File: src/rtl/shift_arbiter.sv
// shift_arbiter: time-shares one combinational barrel shifter between two
// requesters. Round-robin arbitration in IDLE, a registered shift in EXEC and
// a held response in RESP until the consumer takes it.
// Optional build macro SHIFT_LONG_EN: widens shamt to M+1 bits. When the top
// bit is set, a second pass (EXEC2) lets the result saturate.
module shift_arbiter #(
    parameter int N = 32,
    parameter int M = 5,
`ifdef SHIFT_LONG_EN
    localparam int SW = M + 1
`else
    localparam int SW = M
`endif
) (
    input  logic          clock,
    input  logic          reset,
    input  logic          req0_valid,
    output logic          req0_ready,
    input  logic [N-1:0]  req0_data,
    input  logic [SW-1:0] req0_shamt,
    input  logic          req0_dir,
    input  logic          req1_valid,
    output logic          req1_ready,
    input  logic [N-1:0]  req1_data,
    input  logic [SW-1:0] req1_shamt,
    input  logic          req1_dir,
    output logic          rsp_valid,
    input  logic          rsp_ready,
    output logic          rsp_id,
    output logic [N-1:0]  rsp_data,
    output logic          busy
);

`ifdef SHIFT_LONG_EN
    typedef enum logic [1:0] {IDLE, EXEC, RESP, EXEC2} state_t;
`else
    typedef enum logic [1:0] {IDLE, EXEC, RESP} state_t;
`endif

    state_t        state_reg;
    logic          last_grant_reg;
    logic [N-1:0]  op_data_reg;
    logic [SW-1:0] op_shamt_reg;
    logic          op_dir_reg;
    logic          op_id_reg;
    logic          rsp_valid_reg;
    logic          rsp_id_reg;
    logic [N-1:0]  rsp_data_reg;
`ifdef SHIFT_LONG_EN
    logic [N-1:0]  long_reg;
`endif

    // Shifter operands
    logic [N-1:0]  sh_in;
    logic [M-1:0]  sh_amt;
    logic          sh_dir;
    logic [N-1:0]  sh_out;

    // Arbitration: only offered in IDLE. On a tie, the requester that did not
    // win last time is granted. Reset masks the readies.
    logic idle;
    logic grant0;
    logic grant1;

    assign idle   = (state_reg == IDLE) && !reset;
    assign grant0 = idle && req0_valid && (!req1_valid || last_grant_reg);
    assign grant1 = idle && req1_valid && !grant0;

    assign req0_ready = grant0;
    assign req1_ready = grant1;
    assign rsp_valid  = rsp_valid_reg;
    assign rsp_id     = rsp_id_reg;
    assign rsp_data   = rsp_data_reg;
    assign busy       = (state_reg != IDLE);

    // Shifter input select. A long shift is two passes: by 2**M-1 from the
    // operand, then by 1 from the intermediate register.
`ifdef SHIFT_LONG_EN
    assign sh_in  = (state_reg == EXEC2) ? long_reg : op_data_reg;
    assign sh_amt = (state_reg == EXEC2) ? M'(1) :
                    (op_shamt_reg[M] ? {M{1'b1}} : op_shamt_reg[M-1:0]);
`else
    assign sh_in  = op_data_reg;
    assign sh_amt = op_shamt_reg;
`endif
    assign sh_dir = op_dir_reg;

    // Log-depth barrel shifter. Stage gi shifts by 2**gi when sh_amt[gi] is set.
    for (genvar gi = 0; gi < M; gi++) begin : g_stage
        logic        [N-1:0] s_in;
        logic        [N-1:0] s_out;
        logic signed [N-1:0] s_sgn;
        logic        [N-1:0] s_asr;
        logic        [N-1:0] s_shl;

        if (gi == 0) begin : g_first
            assign s_in = sh_in;
        end else begin : g_next
            assign s_in = g_stage[gi-1].s_out;
        end

        assign s_sgn = s_in;
        assign s_asr = s_sgn >>> (2 ** gi);
        assign s_shl = s_in << (2 ** gi);
        assign s_out = !sh_amt[gi] ? s_in : (sh_dir ? s_asr : s_shl);
    end

    assign sh_out = g_stage[M-1].s_out;

    // Sequencing FSM: latch on grant, shift, then hold the response until it is taken.
    always_ff @(posedge clock) begin
        if (reset) begin
            state_reg      <= IDLE;
            last_grant_reg <= 1'b1;
            op_data_reg    <= '0;
            op_shamt_reg   <= '0;
            op_dir_reg     <= 1'b0;
            op_id_reg      <= 1'b0;
            rsp_valid_reg  <= 1'b0;
            rsp_id_reg     <= 1'b0;
            rsp_data_reg   <= '0;
`ifdef SHIFT_LONG_EN
            long_reg       <= '0;
`endif
        end else begin
            case (state_reg)
                IDLE: begin
                    if (grant0 || grant1) begin
                        op_data_reg    <= grant1 ? req1_data  : req0_data;
                        op_shamt_reg   <= grant1 ? req1_shamt : req0_shamt;
                        op_dir_reg     <= grant1 ? req1_dir   : req0_dir;
                        op_id_reg      <= grant1;
                        last_grant_reg <= grant1;
                        state_reg      <= EXEC;
                    end
                end
                EXEC: begin
                    rsp_id_reg <= op_id_reg;
`ifdef SHIFT_LONG_EN
                    if (op_shamt_reg[M]) begin
                        long_reg  <= sh_out;
                        state_reg <= EXEC2;
                    end else begin
                        rsp_data_reg  <= sh_out;
                        rsp_valid_reg <= 1'b1;
                        state_reg     <= RESP;
                    end
`else
                    rsp_data_reg  <= sh_out;
                    rsp_valid_reg <= 1'b1;
                    state_reg     <= RESP;
`endif
                end
`ifdef SHIFT_LONG_EN
                EXEC2: begin
                    rsp_data_reg  <= sh_out;
                    rsp_valid_reg <= 1'b1;
                    state_reg     <= RESP;
                end
`endif
                RESP: begin
                    if (rsp_ready) begin
                        rsp_valid_reg <= 1'b0;
                        state_reg     <= IDLE;
                    end
                end
                default: state_reg <= IDLE;
            endcase
        end
    end

endmodule

File: config.mk
export PLATFORM = sky130hd
export DESIGN_NAME = shift_arbiter
export DESIGN_NICKNAME = d
export VERILOG_FILES = /design/src/rtl/shift_arbiter.sv
export SDC_FILE = /design/constraint.sdc
export NUM_CORES = 1
export LEC_CHECK = 0
export BUFFER_PORTS_ARGS = -buffer_cell sky130_fd_sc_hd__buf_2
export CAP_MARGIN = 20
export CORE_ASPECT_RATIO = 0.9
export CORE_MARGIN = 4
export CORE_UTILIZATION = 35
export CTS_BUF_LIST = sky130_fd_sc_hd__clkbuf_4 sky130_fd_sc_hd__clkbuf_8
export CTS_CLUSTER_SIZE = 14
export DETAILED_ROUTE_END_ITERATION = 6
export GPL_ROUTABILITY_DRIVEN = 0
export PLACE_DENSITY_LB_ADDON = 0.1
export SLEW_MARGIN = 20
export SYNTH_ARGS = -nofsm -noshare
export SYNTH_HDL_FRONTEND = slang
export SYNTH_SLANG_ARGS = --single-unit
File: constraint.sdc
create_clock -name clock -period 6.2 [get_ports clock]
set_input_delay 1.55 -clock clock [delete_from_list [all_inputs] [get_ports clock]]
set_output_delay 1.55 -clock clock [all_outputs]
set_load 0.05 [all_outputs]
# Word-level counts from Yosys, hierarchy flattened
# Index checks and enable logic that the tools add are counted.
# totals
reg_bits	76
out_inout_bits	37
elab_cells	47
# op_classes
n_eq_ne	4
mux	18
n_reduce_logical	16
# ops
operator	n
$mux 32	11
$pmux 2 s3	1
$reduce_and 2->1	3
$logic_and 1x1->1	5
$mux 5	1
$mux 2	2
$reduce_bool 2->1	2
$logic_not 1->1	3
$eq 2x1->1 const B	1
$eq 2x2->1 const B	1
$logic_not 2->1	1
$logic_or 1x1->1	2
$mux 1	2
$ne 2x1->1 const B	1
$ne 2x2->1 const B	1
$pmux 1 s2	1

# Depth between registers and ports, before layout
# logic_depth
word_depth	10
depth_mapped	11
ltp_nobuf	7

# Least setup slack after synthesis
# Ideal clock, no wire load.
# synth_timing
path_type	input to output
startpoint	in reset
endpoint	out req0_ready
arrival_time_ns	2.708
slack_ns	1.942
cell_stages	5
n_path_buf	1
path_cell_list	clkbuf_1 -> nor2_1 -> nand3_1 -> inv_1 -> nor2_1
# synth_between
elab_chain_len	4
# synth_lines
element	line_no	rtl
start, declared	16	input logic reset,
$logic_not 1->1	65	assign idle = (state_reg == IDLE) && !reset;
$logic_and 1x1->1	65	
$logic_and 1x1->1 (2 in series)	66	assign grant0 = idle && req0_valid && (!req1_valid || last_grant_reg);
end, declared	18	output logic req0_ready,
# Every way passes these cells.

# Worst setup path after layout
# Same ends and word-level chain as after synthesis.

==> impl_metrics.ini <==
[die]
ios = 118
die_w_um = 162
die_area_sq_mm = 0.0238
die-height_um = 147
num_rows = 50
core-area_sq_mm = 0.0210
initial_core_util = 0.358

[hold_path]
hold_path.class = reg2reg
hp-start = rsp_id

[worst_setup_path]
crit_path_max_fanout = 41
cp-start-kind = primary input
critPathLaunch = reset
worstPathArrival_ps = 2990
critical_path_class = in2out
slowest_stage = buf_4
cp-end-kind = output pin
r2r_start = op_dir_reg
cp.required_ps = 4650
max_stage_delay_ps = 370
crit_chain = buf_2, nor2_1, nand3_1, buf_4, inv_1, buf_4, nor2_1, buf_2

[cts]
cts_made_buffers = 9
clkLatencyLatePin_ps = 400
holdBufCountCts = 0
clock_sinks = 76
clk_pin_slew_ps = 90
h-tree-depth = 3
cts_resized = 0
root_buffer = clkbuf_8
post-cts-setup-buffers = 0
cts_tree = done
cts.path.max_buffers = 2

[synth]
synth-main-ff-cell = dfxtp_1
syn-num-nets = 1135
synthXorXnorAreaFrac = 0
syn_area_sq_mm = 0.00750
synth-seq-cells = 76
ys_seq_area_frac = 0.203
synth_area_per_cell_sq_um = 7.11
synth.top_cell.area_share = 0.203
synth_adder_area_share = 0
synth_top_family_by_area = compound AO/OA/AOI/OAI gates
synthMuxAreaShare = 0.138
synthCells = 1054
synth_compound_area_frac = 0.330
synth.distinct_cells = 79
async_flop_share = 0
ys_warn_count = 0
synth-simple-area-share = 0.245
yosys-top-cells-area = dfxtp_1 (20%), mux2i_1 (8.9%), nor2_1 (7.6%)
synth-edff-count = 0
post-synth-top-area-cell = dfxtp_1

[final_layout]
syn_to_final_growth_pct = 9.96
mostFrequentLayoutCells = nor2_1 (152), nand2_1 (142), buf_2 (117)
drive_gt1_frac = 0.190
seq_area_sq_mm = 0.00153
diodes = 0
nets = 1166
mostFrequentLayoutCell = nor2_1
multi_input_area_sq_mm = 0.00535
fillers = 2302

[drt]
ant_nets = 0
viasPerCell = 6.31
first_pass_iters = 5
drt_wl_total_um = 31600
drc = 0
vias = 8678
wl_per_cell_um = 22.9
drt_iter0_drc = 1283

[global_routing]
grt_overflow = 0
grt_pass1_wl_um = 48600
grt_pass1_vias = 8223
grt_max_degree = 91
grt_use_total = 0.257
antenna_found_initial = 0

[job]
cap_violations = 0

[sta]
rsz0062_at_grt = no
fmax_mhz = 220
hold_viol_final = 0
final-setup-viol-count = 0
fin_crit_sh = 0.732
slew_headroom = 0.275
whs_ps = 461
final.setup.tns_ps = 0
fin_worst_skew_ps = 14.3
slew_viol_final = 0
tightestPinTransition_ps = 1080
period_needed_ps = 4540

[place]
dp_hpwl_um = 22800
port_buffers = 117

[run_status]
status = finished clean

[pwr]
power.density_mw_per_mm2 = 256
power_mw = 2.11
leakage_nw = 2.95
irDropWorstVdd_uv = 146
[metal layers]
layer,part of all wire,track usage
met3,0.10,0.0609
met1,0.42,0.355
met4,0.027,0.0812
met2,0.45,0.398
met5,0,0
[cell usage after synthesis, drive strengths merged (3+ instances only)]
master,n
clkbuf,64
nor4,9
o22ai,14
o21a,3
dfxtp,76
o21bai,3
a31oi,14
nand3b,4
nor2,152
nand4,3
nor2b,11
mux2i,67
a21oi,46
a211oi,53
or3,3
a2111oi,12
a221oi,6
buf,52
o211ai,16
nand3,22
a311o,4
o31ai,7
and2,6
o211a,3
a41oi,3
and3,4
o2111ai,3
nor3,31
nand2,142
inv,13
o311ai,5
a311oi,45
a2bb2oi,4
mux4,6
o21ai,57
mux2,20
o221ai,5
or2,7
nand2b,15
a22oi,3
a211o,9
[critical path: cells and delay by family]
family | cells | cell delay, ps
buffers and inverters | 5 | 1060
AND/OR/NAND/NOR | 3 | 360
[kinds of logic (layout without fill, tap and decap cells)]
family                 Yosys count  in the layout
buffers and inverters          130            166
AND/OR/NAND/NOR                417            417
flip-flops                      76             76
AO/OA/AOI/OAI                  338            338
multiplexers                    93             93
[power breakdown]
part / internal, mW / switching, mW / total, mW
clock network: 0.229 / 0.216 / 0.444
logic: 0.334 / 0.666 / 1.00
registers: 0.542 / 0.123 / 0.665
[metrics by stage]
| step | setup WS [ps] | area (sq um) | util | instances |
|---|---|---|---|---|
| finish | 1660 | 8240 | 0.393 | 1376 |
| global route | 1480 | 8240 | 0.393 | 1376 |
| CTS | 1610 | 8240 | 0.393 | 1376 |
| detailed placement | 1610 | 8020 | 0.383 | 1360 |
| global placement | 1600 | 8020 | 0.383 | 1360 |
| floorplan | 1940 | 7500 | - | 1054 |
[final cells by class]
class / instances / area share
Inverter: 14 / 0.00637
Timing Repair Buffer: 136 / 0.0883
Multi-Input combinational cell: 848 / 0.649
Clock buffer: 9 / 0.0150
Sequential cell: 76 / 0.186
Tap cell: 286 / 0.0434
Clock inverter: 7 / 0.0120
[worst paths after layout]
| check | endpoint | cells past startpoint | slack, ps |
|---|---|---|---|
| worst min-delay path | rsp_id | 2 | 460 |
| worst min register to register | rsp_id | 2 | 460 |
| worst max register to register | rsp_data[8] | 6 | 2620 |
| worst max-delay path | req0_ready | 8 | 1660 |
(Power assumes the default switching activity.)
